[config.mk]
export PLATFORM = sky130hd
export DESIGN_NAME = gpc1343_share_sched_flat
export DESIGN_NICKNAME = d
export VERILOG_FILES = /design/src/rtl/gpc1343_share_sched_if.sv /design/src/rtl/gpc1343_share_sched.sv /design/src/flat_wrapper.sv
export SDC_FILE = /design/constraint.sdc
export NUM_CORES = 1
export LEC_CHECK = 0
export CAP_MARGIN = 5
export CORE_ASPECT_RATIO = 0.7
export CORE_MARGIN = 4
export CORE_UTILIZATION = 28
export CTS_CLUSTER_SIZE = 28
export DETAILED_ROUTE_END_ITERATION = 12
export PLACE_DENSITY = 0.47
export SLEW_MARGIN = 20
export SYNTH_ARGS = -nofsm -noshare
export SYNTH_HDL_FRONTEND = slang
export SYNTH_SLANG_ARGS = --single-unit
[constraint.sdc]
create_clock -name clk -period 6 [get_ports clk]
set_clock_uncertainty 0.05 [all_clocks]
set_input_delay 0.9 -clock clk [delete_from_list [all_inputs] [get_ports clk]]
set_output_delay 0.9 -clock clk [all_outputs]
set_load 0.02 [all_outputs]
[src/rtl/gpc1343_share_sched_if.sv]
// Requester beats and the registered result slot of gpc1343_share_sched, as one bundle.
// The master side is the producer and consumer pair; the slave side is the scheduler.
interface gpc1343_share_sched_if #(
    parameter int ACC_W = 12
);
    logic [1:0]       req_valid;
    logic [1:0]       req_ready;
    logic [1:0]       req_last;
    logic [5:0]       req_src0;
    logic [7:0]       req_src1;
    logic [5:0]       req_src2;
    logic [1:0]       req_src3;
    logic             out_valid;
    logic             out_ready;
    logic             out_id;
    logic [ACC_W-1:0] out_sum;
    logic             out_ovf;

    modport master (
        output req_valid, req_last, req_src0, req_src1, req_src2, req_src3, out_ready,
        input  req_ready, out_valid, out_id, out_sum, out_ovf
    );

    modport slave (
        input  req_valid, req_last, req_src0, req_src1, req_src2, req_src3, out_ready,
        output req_ready, out_valid, out_id, out_sum, out_ovf
    );
endinterface

[src/rtl/gpc1343_share_sched.sv]
// Two requesters share one gpc1343_5 compressor; the packet total is registered one cycle after the last beat.
// Only last beats wait on a full result slot; non-last beats are accepted regardless of out_ready.
module gpc1343_share_sched #(
    parameter int ACC_W = 12
) (
    input  logic                  clk,
    input  logic                  rst,
    gpc1343_share_sched_if.slave  bus
);
    logic [ACC_W-1:0] acc_q [2];
    logic [ACC_W-1:0] acc_d [2];
    logic [1:0]       ovf_q, ovf_d;
    logic             ptr_q, ptr_d;
    logic             out_valid_q, out_valid_d;
    logic             out_id_q, out_id_d;
    logic [ACC_W-1:0] out_sum_q, out_sum_d;
    logic             out_ovf_q, out_ovf_d;

    logic             slot_free;
    logic [1:0]       elig, grant;
    logic             g, last_g;
    logic [2:0]       col0, col2;
    logic [3:0]       col1;
    logic             col3;
    logic [4:0]       dst;
    logic [ACC_W:0]   sum;
    logic             ovf_next;

    function automatic logic [4:0] gpc1343_5(input logic [2:0] c0, input logic [3:0] c1,
                                             input logic [2:0] c2, input logic c3);
        logic [4:0] s;
        s = {1'b0, c3, 3'd0};
        for (int k = 0; k < 3; k++) s = s + {4'd0, c0[k]} + {2'd0, c2[k], 2'd0};
        for (int k = 0; k < 4; k++) s = s + {3'd0, c1[k], 1'b0};
        return s;
    endfunction

    always_comb begin
        slot_free = !out_valid_q || bus.out_ready;
        elig      = bus.req_valid & (~bus.req_last | {2{slot_free}}) & {2{!rst}};
        grant     = elig;
        if (&elig) grant = ptr_q ? 2'b10 : 2'b01;
        g      = grant[1];
        last_g = g ? bus.req_last[1] : bus.req_last[0];

        // Idle compressor inputs are forced to zero so nothing undefined reaches the adder.
        col0 = '0;
        col1 = '0;
        col2 = '0;
        col3 = 1'b0;
        if (grant[0]) begin
            col0 = bus.req_src0[2:0];
            col1 = bus.req_src1[3:0];
            col2 = bus.req_src2[2:0];
            col3 = bus.req_src3[0];
        end else if (grant[1]) begin
            col0 = bus.req_src0[5:3];
            col1 = bus.req_src1[7:4];
            col2 = bus.req_src2[5:3];
            col3 = bus.req_src3[1];
        end
        dst      = gpc1343_5(col0, col1, col2, col3);
        sum      = {1'b0, acc_q[g]} + {{(ACC_W-4){1'b0}}, dst};
        ovf_next = ovf_q[g] | sum[ACC_W];

        acc_d       = acc_q;
        ovf_d       = ovf_q;
        ptr_d       = ptr_q;
        out_valid_d = out_valid_q;
        out_id_d    = out_id_q;
        out_sum_d   = out_sum_q;
        out_ovf_d   = out_ovf_q;

        if (out_valid_q && bus.out_ready) out_valid_d = 1'b0;

        if (|grant) begin
            ptr_d = !g;
            if (last_g) begin
                out_valid_d = 1'b1;
                out_id_d    = g;
                out_sum_d   = sum[ACC_W-1:0];
                out_ovf_d   = ovf_next;
            end
        end
        for (int i = 0; i < 2; i++) begin
            if (grant[i]) begin
                acc_d[i] = last_g ? '0 : sum[ACC_W-1:0];
                ovf_d[i] = last_g ? 1'b0 : ovf_next;
            end
        end
    end

    always_ff @(posedge clk) begin
        if (rst) begin
            acc_q[0]    <= '0;
            acc_q[1]    <= '0;
            ovf_q       <= '0;
            ptr_q       <= 1'b0;
            out_valid_q <= 1'b0;
            out_id_q    <= 1'b0;
            out_sum_q   <= '0;
            out_ovf_q   <= 1'b0;
        end else begin
            acc_q[0]    <= acc_d[0];
            acc_q[1]    <= acc_d[1];
            ovf_q       <= ovf_d;
            ptr_q       <= ptr_d;
            out_valid_q <= out_valid_d;
            out_id_q    <= out_id_d;
            out_sum_q   <= out_sum_d;
            out_ovf_q   <= out_ovf_d;
        end
    end

    assign bus.req_ready = grant;
    assign bus.out_valid = out_valid_q;
    assign bus.out_id    = out_id_q;
    assign bus.out_sum   = out_sum_q;
    assign bus.out_ovf   = out_ovf_q;
endmodule

[src/flat_wrapper.sv]
// flat-port wrapper written by rule: the top's interface ports become plain ports
module gpc1343_share_sched_flat 
#(
    parameter int ACC_W = 12
)
  (clk, rst, bus_req_valid, bus_req_last, bus_req_src0, bus_req_src1, bus_req_src2, bus_req_src3, bus_out_ready, bus_req_ready, bus_out_valid, bus_out_id, bus_out_sum, bus_out_ovf);
  gpc1343_share_sched_if #(.ACC_W(ACC_W)) bus_i ();
  input  logic clk;
  input  logic rst;
  input wire logic [$bits(bus_i.req_valid)-1:0] bus_req_valid;
  input wire logic [$bits(bus_i.req_last)-1:0] bus_req_last;
  input wire logic [$bits(bus_i.req_src0)-1:0] bus_req_src0;
  input wire logic [$bits(bus_i.req_src1)-1:0] bus_req_src1;
  input wire logic [$bits(bus_i.req_src2)-1:0] bus_req_src2;
  input wire logic [$bits(bus_i.req_src3)-1:0] bus_req_src3;
  input wire logic [$bits(bus_i.out_ready)-1:0] bus_out_ready;
  output wire logic [$bits(bus_i.req_ready)-1:0] bus_req_ready;
  output wire logic [$bits(bus_i.out_valid)-1:0] bus_out_valid;
  output wire logic [$bits(bus_i.out_id)-1:0] bus_out_id;
  output wire logic [$bits(bus_i.out_sum)-1:0] bus_out_sum;
  output wire logic [$bits(bus_i.out_ovf)-1:0] bus_out_ovf;
  assign bus_i.req_valid = bus_req_valid;
  assign bus_i.req_last = bus_req_last;
  assign bus_i.req_src0 = bus_req_src0;
  assign bus_i.req_src1 = bus_req_src1;
  assign bus_i.req_src2 = bus_req_src2;
  assign bus_i.req_src3 = bus_req_src3;
  assign bus_i.out_ready = bus_out_ready;
  assign bus_req_ready = bus_i.req_ready;
  assign bus_out_valid = bus_i.out_valid;
  assign bus_out_id = bus_i.out_id;
  assign bus_out_sum = bus_i.out_sum;
  assign bus_out_ovf = bus_i.out_ovf;
  gpc1343_share_sched #(.ACC_W(ACC_W)) u_core (.clk(clk), .rst(rst), .bus(bus_i));
endmodule
---- Yosys cells after proc, flatten, opt, wreduce, memory -nomap -nowiden ----
Index checks and enable logic that the tools add are counted.
Widths: inputs -> output; s select.
cells by class
  $lt $le $gt $ge ......................... 2
  bitwise gates (word level) .............. 6
  multiplexer cells ....................... 21
  reduce and logical (&&, ||, !) cells .... 8
  add/sub/neg operators ................... 11
operators with widths
  operator            count
  $mux 12             4
  $add 5x2->5         4
  $add 5x3->5         3
  $add 12x5->13       1
  $mux 3              4
  $add 5x1->5         2
  $mux 1              9
  $mux 4              2
  $add 4x1->5         1
  $and 2x2->2         2
  $mux 2              2
  $reduce_and 2->1    2
  $logic_not 1->1     3
  $ge 2x2->1 const B  1
  $lt 1x2->1 const B  1
  $not 1->2           1
  $not 2->2           1
  $or 2x2->2          1
  $reduce_or 2->1     1
  $logic_and 1x1->1   1
  $logic_or 1x1->1    1
  $or 1x1->1          1
word-level totals
  flip-flop bits (word level) ............. 42
  input port bits ......................... 29
  output and inout port bits .............. 17
  word-level logic and storage cells ...... 57

---- Logic depth before layout (Yosys ltp) ----
Gate-level depths: netlist (run 1).
  depth in word-level cells ............... 22
  mapped depth ............................ 22
  depth with buffers taken out ............ 19

---- Least setup slack after synthesis (run 1) ----
Ideal clock, no wire load.
  path kind ............................... input port to flip-flop
  from .................................... input bus_out_ready
  to ...................................... register u_core.acc_q[8] (netlist bit)
  required time ........................... 5.829 ns
  setup time .............................. 0.121 ns
  path slack .............................. 0.859 ns
  stages .................................. 17
  buffers on the path ..................... 3
  data arrival time ....................... 4.970 ns
  cell sequence ........................... nand3b_1 > and2_1 > nand2b_1 > buf_2 > inv_2 > buf_4 > clkbuf_1 > a22oi_1 > fa_1 > fa_1 > fa_1 > nor2b_1 > o21ai_0 > a21boi_0 > o22ai_1 > a21o_1 > mux2_2
on the way
  elaborated cells on any way between the ends .. 31
  those cells by class .................... add/sub (11); mux (14); bitwise (4); reduce/logical (2)
RTL lines
  item                                     RTL line                   RTL
  start, declared                          flat_wrapper.sv:16         input wire logic [$bits(bus_i.out_ready)-1:0] bus_out_ready;
  $logic_or 1x1->1 (*)                     gpc1343_share_sched.sv:39  slot_free = !out_valid_q || bus.out_ready;
  $or 2x2->2 (*)                           gpc1343_share_sched.sv:40  elig = bus.req_valid & (~bus.req_last | {2{slot_free}}) & {2{!rst}};
  $and 2x2->2 (*) (2 in series)            gpc1343_share_sched.sv:40
  $reduce_and 2->1                         gpc1343_share_sched.sv:42  if (&elig) grant = ptr_q ? 2'b10 : 2'b01;
  $mux 2 (*)                               gpc1343_share_sched.sv:42
  net bus_req_ready[0]                     flat_wrapper.sv:17         output wire logic [$bits(bus_i.req_ready)-1:0] bus_req_ready;
  $mux 3 / $mux 1 (equally long branches)  gpc1343_share_sched.sv:51  if (grant[0]) begin
  $add 4x1->5                              gpc1343_share_sched.sv:33  for (int k = 0; k < 3; k++) s = s + {4'd0, c0[k]} + {2'd0, c2[k], 2'd0};
  $add 5x3->5                              gpc1343_share_sched.sv:33
  $add 5x1->5                              gpc1343_share_sched.sv:33
  $add 5x3->5                              gpc1343_share_sched.sv:33
  $add 5x1->5                              gpc1343_share_sched.sv:33
  $add 5x3->5                              gpc1343_share_sched.sv:33
  $add 5x2->5 (3 in series)                gpc1343_share_sched.sv:34  for (int k = 0; k < 4; k++) s = s + {3'd0, c1[k], 1'b0};
  $add 5x2->5 (*)                          gpc1343_share_sched.sv:34
  $add 12x5->13 (*)                        gpc1343_share_sched.sv:63  sum = {1'b0, acc_q[g]} + {{(ACC_W-4){1'b0}}, dst};
  $mux 12 (*)                              gpc1343_share_sched.sv:87  acc_d[i] = last_g ? '0 : sum[ACC_W-1:0];
  end, declared                            gpc1343_share_sched.sv:10  logic [ACC_W-1:0] acc_q [2];
The timed path passes the listed nets; every way through them passes the cells marked *. The select of a mux whose other input is x is not followed.
A chain may end at the register's enable or synchronous reset.

---- Worst setup path in the final report (run 1) ----
  from .................................... input bus_req_last[0]
  to ...................................... register u_core.acc_q[8] (netlist bit)
on the way
  cells in the longest elaborated chain, start to end .. 20
  elaborated cells on any way between the ends .. 31
  those cells by class .................... add/sub (11); mux (14); bitwise (5); reduce/logical (1)
RTL lines
  item                                     RTL line                   RTL
  start, declared                          flat_wrapper.sv:11         input wire logic [$bits(bus_i.req_last)-1:0] bus_req_last;
  $not 2->2                                gpc1343_share_sched.sv:40
  $or 2x2->2                               gpc1343_share_sched.sv:40
  $and 2x2->2 (2 in series)                gpc1343_share_sched.sv:40
  $reduce_and 2->1                         gpc1343_share_sched.sv:42
  $mux 2                                   gpc1343_share_sched.sv:42
  $mux 3 / $mux 1 (equally long branches)  gpc1343_share_sched.sv:56  end else if (grant[1]) begin
  $mux 3 / $mux 1 (equally long branches)  gpc1343_share_sched.sv:51
  $add 4x1->5                              gpc1343_share_sched.sv:33
  $add 5x3->5                              gpc1343_share_sched.sv:33
  $add 5x1->5                              gpc1343_share_sched.sv:33
  $add 5x3->5                              gpc1343_share_sched.sv:33
  $add 5x1->5                              gpc1343_share_sched.sv:33
  $add 5x3->5                              gpc1343_share_sched.sv:33
  $add 5x2->5 (4 in series)                gpc1343_share_sched.sv:34
  $add 12x5->13                            gpc1343_share_sched.sv:63
  $mux 12                                  gpc1343_share_sched.sv:87
Several ways; a longest one is shown, not always the timed one. The select of a mux whose other input is x is not followed.

==> run metrics, run 1 <==
number of buffers created by CTS 5; post-synth top area cell dfxtp_1; Synth Net Count 342; fin crit share 88.95%; Die W 121.2 µm; WHS 0.4054 ns; length of routed met2 wiring 2963 µm; Setup CP Type in -> reg; final number of hold-violating endpoints 0; Final Cell Area 0.003242 mm²; maxcap violations 0; Max transition margin 40.39%; WP data required 6.13 ns; initial antenna violation count 0; DR vias 2286; DRC 0; Initial Util 29.24%; crit-path max FO 17; Post-Synthesis Cells 300; combined area of the multi-input logic cells 0.001518 mm²; critical path's slowest cell fa_1; Routability Congestion 0.8015; Leakage 1.293 nW; share of cells above drive strength 1 8.406%; min cycle time layout 5.337 ns; Final setup viols 0; Area after DPL 0.003092 mm²; register area share after synthesis 33.50%; Hold-fix buffers, CTS 0; cts repair resizes 0; RSZ-0062 raised after global routing false; synth unique cells 48; WL met3 457 µm; final core occ 37.77%; first-pass GRT wire length 12110 µm; TritonCTS clock tree yes; clock sink count 42; worst path bufs/invs 2; post-route ant nets 0; crit path cell chain clkdlybuf4s50_1 > and3b_4 > or3_1 > nand2_8 > inv_6 > a22oi_1 > fa_1 > fa_1 > fa_1 > nor2b_1 > o21ai_0 > a21boi_0 > o22ai_1 > a21o_1 > mux2_2; clk_lat worst skew 0.29 ns; drt pass-1 iters 5; PD cells 234.2 mW/mm²; # Post-CTS Setup Buffers 0; Setup TNS 0 ns; worst min path class reg -> reg; Via density 4.916; PortBufs 45; Reg area 840.8 µm²; worst-margin pin slew 0.8942 ns; status finished, final reports clean; top layer in use met4; Die H 87.22 µm; H-tree levels 2; core area 0.008583 mm²; Filler cells 907; Slowest Stage Delay on Critical Path 0.55 ns; Detailed Place HPWL 5639 µm; Post-Syn Area per Cell 8.366 µm²; largest net degree at the start of global routing 18; Core Rows 28; Starting DRT DRC Count 144; number of global-route vias before repair 2213; Yosys Warn Count 0; total global-route track usage 14.74%; peak supply drop 0.1121 mV; Synth Cell Area 0.002510 mm²; crit path launch type input pin; Clock Tree Buf Depth 2; CTS clk-pin slew, worst paths 0.06 ns; Root Driver clkbuf_16; most area-consuming cells after synthesis dfxtp_1 (33%), nand2_1 (5.5%), a21oi_1 (4.2%), fa_1 (4.0%), ha_1 (4.0%); io pins 46; achievable frequency 0.1874 GHz; CP most frequent cell fa_1; register bit total from synthesis 42; Routed wire per std cell 15.86 µm; final WL 7377 µm; crit end category flop; Metal-1 WL 3902 µm; cell family with most CP delay adder cells; Post-layout nets 386; grt ovf 0; antenna fix cells 0; area of the die 0.01057 mm²; Tot Pwr 0.0007592 W; CP arrival 5.47 ns; Synth-to-Final Area Change 29.16%; Final Slew Violations 0; top-area cell type share of the netlist area 33.50%
## cells in the final DEF, fill, tap and decap left out, types with 3 or more instances in the layout
master           count
a211oi_1             4
a21o_1               8
a21oi_1             21
a22o_1              10
a22oi_1             13
and3_1               6
buf_4                8
clkbuf_16            5
clkdlybuf4s50_1     45
dfxtp_1             42
fa_1                 5
ha_1                 8
inv_1               16
mux2i_1              7
nand2_1             37
nand2b_1             5
nand3_1             10
nor2_1              20
nor2b_1              3
nor3_1               3
o2111ai_1            3
o21ai_0             14
o22ai_1              7
xnor2_1              7
xor2_1               6
## worst paths after layout
kind / to / slack, ns / start / depth (start not counted)
min: u_core.acc_q[16]$_SDFFE_PP0P_ / 0.41 / u_core.acc_q[16]$_SDFFE_PP0P_ / 2
max: u_core.acc_q[8]$_SDFFE_PP0N_ / 0.66 / bus_req_last[0] / 15
min reg2reg: u_core.acc_q[16]$_SDFFE_PP0P_ / 0.41 / u_core.acc_q[16]$_SDFFE_PP0P_ / 2
max reg2reg: u_core.acc_q[8]$_SDFFE_PP0N_ / 1.50 / u_core.bus.out_valid$_SDFF_PP0_ / 14
## metrics by stage
stage | instances | setup slack, ns
2_1_floorplan | 300 | 0.8593
3_3_place_gp | 457 | 0.4816
3_5_place_dp | 457 | 0.4050
4_1_cts | 465 | 0.7120
5_1_grt | 465 | 0.3955
6_report | 465 | 0.6633
## flip-flops by register name (all words and copies together), names as in the netlist
signal                flops
u_core.bus.out_valid      1
u_core.bus.out_id         1
u_core.bus.out_ovf        1
u_core.acc_q             24
u_core.ovf_q              2
u_core.ptr_q              1
u_core.bus.out_sum       12
## final cells by class
| class | instances | area share, % |
|---|---|---|
| clock buffer | 5 | 3.860 |
| clock inverter | 3 | 0.7719 |
| inverter | 18 | 2.239 |
| multi-input combinational | 224 | 46.82 |
| sequential | 42 | 25.94 |
| tap | 120 | 4.631 |
| timing repair buffer | 53 | 15.75 |
## routing by layer
metal | global-route usage, % | vias to the layer above
li1 | - | 1156
met1 | 23.12 | 1063
met2 | 20.11 | 60
met3 | 3.701 | 7
met4 | 2.747 | 0
met5 | 0 | -
## worst register-to-register path, stage by stage, from the launching register on
cell	delay (ns)
dfxtp_1	0.33
and3b_4	0.19
or3_1	0.41
nand2_8	0.17
inv_6	0.08
a22oi_1	0.20
fa_1	0.50
fa_1	0.55
fa_1	0.48
nor2b_1	0.12
o21ai_0	0.15
a21boi_0	0.43
o22ai_1	0.24
a21o_1	0.23
mux2_2	0.25
## kinds of logic (layout without fill, tap and decap cells)
| logic type | after synthesis | count (layout) | synth area share (%) |
|---|---|---|---|
| buffers and inverters | 34 | 79 | 6.032 |
| adders and majority gates | 13 | 13 | 7.976 |
| xor gates and xnor gates | 13 | 13 | 4.536 |
| DFF | 42 | 42 | 33.50 |
| muxes | 9 | 9 | 3.689 |
| and+or+nand+nor | 99 | 99 | 19.94 |
| AOI/OAI and AO/OA | 90 | 90 | 24.33 |
## power by group
group          internal, W  total [W]  switching (W)
clock             0.000157   0.000280       0.000124
sequential        0.000290   0.000296     0.00000627
combinational    0.0000798   0.000183       0.000103
## synth_stat cells, drive strengths merged
| cell type | instances |
|---|---|
| dfxtp | 42 |
| nand2 | 38 |
| a21oi | 22 |
| nor2 | 20 |
| inv | 18 |
| o21ai | 14 |
| a22oi | 13 |
| a22o | 10 |
| nand3 | 10 |
| a21o | 8 |
| buf | 8 |
| clkbuf | 8 |
| ha | 8 |
| mux2i | 7 |
| o22ai | 7 |
| xnor2 | 7 |
| and3 | 6 |
| xor2 | 6 |
| a211oi | 5 |
| fa | 5 |
| nand2b | 5 |
| nor3 | 4 |
| nor2b | 3 |
| o2111ai | 3 |
| a31o | 2 |
| a32o | 2 |
| and2 | 2 |
| and3b | 2 |
| and4 | 2 |
| mux2 | 2 |
| nor3b | 2 |
| or3 | 2 |
| a21boi | 1 |
| a32oi | 1 |
| nand3b | 1 |
| o21bai | 1 |
| o31ai | 1 |
| or2 | 1 |
| or4 | 1 |
(Power assumes the default switching activity.)
==> run 2: changes to the inputs <==
--- a/config.mk
+++ b/config.mk
@@ -6,7 +6,6 @@
 export NUM_CORES = 1
 export LEC_CHECK = 0
 export CAP_MARGIN = 5
-export CORE_ASPECT_RATIO = 0.7
 export CORE_MARGIN = 4
 export CORE_UTILIZATION = 28
 export CTS_CLUSTER_SIZE = 28
==> run 2 against run 1 <==
Against the previous run: register-to-register slack about the same; highest routed layer unchanged; worst setup slack improved by 0.035 ns; combinational power about the same; via count increased by 0.17%; total power decreased by 6.9%; utilization decreased by 1.1 points; largest power group unchanged.
==> run metrics, run 2 (synthesis results as in run 1) <==
status finished, final reports clean (unchanged); worst path bufs/invs 2 (unchanged); initial antenna violation count 0 (unchanged); Hold-fix buffers, CTS 0 (unchanged); Die H 102.7 µm (was 87.22 µm); worst-margin pin slew 0.9610 ns (was 0.8942 ns); Via density 5.044 (was 4.916); grt ovf 0 (unchanged); Final setup viols 0 (unchanged); Detailed Place HPWL 5326 µm (was 5639 µm); Die W 102.7 µm (was 121.2 µm); PortBufs 45 (unchanged); clk_lat worst skew 0.30 ns (was 0.29 ns); FF-to-FF setup slack 1.51 ns (was 1.50 ns); Worst path depth 16 (was 15); crit path cell chain clkdlybuf4s50_1 > and3b_4 > or3_1 > nand2_8 > inv_6 > a22oi_1 > fa_1 > fa_1 > xnor2_1 > ha_1 > nor2b_1 > o21ai_0 > a21boi_0 > o22ai_1 > xor2_1 > a22o_1 (was clkdlybuf4s50_1 > and3b_4 > or3_1 > nand2_8 > inv_6 > a22oi_1 > fa_1 > fa_1 > fa_1 > nor2b_1 > o21ai_0 > a21boi_0 > o22ai_1 > a21o_1 > mux2_2); Routability Congestion 0.8366 (was 0.8015); Clock Tree Buf Depth 2 (unchanged); Post-layout nets 387 (was 386); core area 0.008721 mm² (was 0.008583 mm²); peak supply drop 0.1102 mV (was 0.1121 mV); DRC 0 (unchanged); H-tree levels 2 (unchanged); Reg area 840.8 µm² (unchanged); Initial Util 28.78% (was 29.24%); largest net degree at the start of global routing 18 (unchanged); share of cells above drive strength 1 8.671% (was 8.406%); Filler cells 914 (was 907); Core Rows 34 (was 28); Slowest Stage Delay on Critical Path 0.51 ns (was 0.55 ns); R2R depth 15 (was 14); drt pass-1 iters 4 (was 5); cts repair resizes 0 (unchanged); Max transition margin 35.93% (was 40.39%); WHS 0.4067 ns (was 0.4054 ns); achievable frequency 0.1886 GHz (was 0.1874 GHz); TritonCTS clock tree yes (unchanged); min cycle time layout 5.302 ns (was 5.337 ns); maxcap violations 0 (unchanged); number of buffers created by CTS 5 (unchanged); fin crit share 88.36% (was 88.95%); clock sink count 42 (unchanged); first-pass GRT wire length 11380 µm (was 12110 µm); total global-route track usage 13.70% (was 14.74%); CTS clk-pin slew, worst paths 0.09 ns (was 0.06 ns); combined area of the multi-input logic cells 0.001518 mm² (unchanged); Largest Register u_core.acc_q (unchanged); Leakage 1.278 nW (was 1.293 nW); # Post-CTS Setup Buffers 0 (unchanged); worst min path class reg -> reg (unchanged); RSZ-0062 raised after global routing false (unchanged); CP most frequent cell fa_1 (unchanged); io pins 46 (unchanged); crit end category flop (unchanged); post-route ant nets 0 (unchanged); most frequent cells in the layout clkdlybuf4s50_1 (45), dfxtp_1 (42), nand2_1 (37) (unchanged); WP data required 6.20 ns (was 6.13 ns); final WL 6875 µm (was 7377 µm); antenna fix cells 0 (unchanged); commonest non-fill, non-tap cell in the layout clkdlybuf4s50_1 (unchanged); Hold Crit Depth 2 (unchanged); Root Driver clkbuf_8 (was clkbuf_16); crit-path max FO 16 (was 17); Setup CP Type in -> reg (unchanged); CP arrival 5.50 ns (was 5.47 ns); PD cells 221.1 mW/mm² (was 234.2 mW/mm²); Routed wire per std cell 15.14 µm (was 15.86 µm); Synth-to-Final Area Change 27.42% (was 29.16%); number of global-route vias before repair 2328 (was 2213); critical path's slowest cell clkdlybuf4s50_1 (was fa_1); cell family with most CP delay compound AO/OA/AOI/OAI gates (was adder cells); crit path launch type input pin (unchanged); area of the die 0.01054 mm² (was 0.01057 mm²); flip-flop count of the largest register after layout 24 (unchanged); Final Slew Violations 0 (unchanged); Starting DRT DRC Count 98 (was 144); DR vias 2290 (was 2286); final number of hold-violating endpoints 0 (unchanged); Setup TNS 0 ns (unchanged)
==> run 2: changes by cell type in the layout (fill, tap and decap cells not counted), sizes merged <==
cell	before	now
bufinv	0	1
clkinv	1	0
buf	8	9
inv	19	18
clkinvlp	1	2
==> run 2: cell type report <==
class                   count  share of cell area, %
clock buffers               5                  2.152
clock inverters             3                  1.408
inverters                  18                  2.269
multi-input cells         224                  47.46
flip-flops and latches     42                  26.29
well taps                 108                  4.225
repair buffers             54                  16.20
==> run 2: per-stage QoR <==
| stage | power [W] | utilization, % | setup slack [ns] | area (µm²) | cells |
|---|---|---|---|---|---|
| floorplan | 0.0004181 | - | 0.8593 | 2510 | 300 |
| global placement | 0.0004842 | 35.37 | 0.4533 | 3084 | 446 |
| detailed placement | 0.0004838 | 35.37 | 0.3764 | 3084 | 446 |
| CTS | 0.0007141 | 36.67 | 0.6774 | 3198 | 454 |
| global route | 0.0007467 | 36.67 | 0.3306 | 3198 | 454 |
| finish | 0.0007070 | 36.67 | 0.6984 | 3198 | 454 |
==> run 2: per-layer routing <==
| layer | part of all wire (%) | track usage (%) |
|---|---|---|
| met2 | 49 | 23.29 |
| met1 | 46 | 17.94 |
| met4 | 0.87 | 3.330 |
| met3 | 4.3 | 2.571 |
| met5 | 0 | 0 |
==> run 2: where the power goes <==
part,internal (W),leakage (nW),switching (W)
logic,0.0000806,0.888,0.0000993
clock network,0.000124,0.0504,0.000107
registers,0.000290,0.340,0.00000614
total,0.000494,1.28,0.000213
==> run 2: worst reg2reg max path, cell delays in order (launching register included) <==
cell      delay [ns]
dfxtp_1         0.39
nand3b_1        0.14
and2_1          0.17
nand2b_1        0.16
inv_2           0.24
a22oi_1         0.18
fa_1            0.54
fa_1            0.48
xnor2_1         0.15
ha_1            0.35
nor2b_1         0.15
o21ai_0         0.33
a21boi_0        0.28
o22ai_1         0.38
xor2_1          0.27
a22o_1          0.17
==> run 2: path summary, 6_finish.rpt <==
| kind | start | end |
|---|---|---|
| worst max register to register | u_core.bus.out_valid$_SDFF_PP0_ | u_core.acc_q[20]$_SDFFE_PP0P_ |
| worst max-delay path | bus_req_last[0] | u_core.acc_q[20]$_SDFFE_PP0P_ |
| worst min-delay path | u_core.bus.out_sum[4]$_SDFFE_PP0P_ | u_core.bus.out_sum[4]$_SDFFE_PP0P_ |
| worst min register to register | u_core.bus.out_sum[4]$_SDFFE_PP0P_ | u_core.bus.out_sum[4]$_SDFFE_PP0P_ |
==> run 3: changes to the inputs <==
--- a/config.mk
+++ b/config.mk
@@ -5,7 +5,7 @@
 export SDC_FILE = /design/constraint.sdc
 export NUM_CORES = 1
 export LEC_CHECK = 0
-export CAP_MARGIN = 5
+export CAP_MARGIN = 20
 export CORE_MARGIN = 4
 export CORE_UTILIZATION = 28
 export CTS_CLUSTER_SIZE = 28
==> results of run 3 <==
Same layout as run 2: the final DEF is identical, and so are final timing and power.
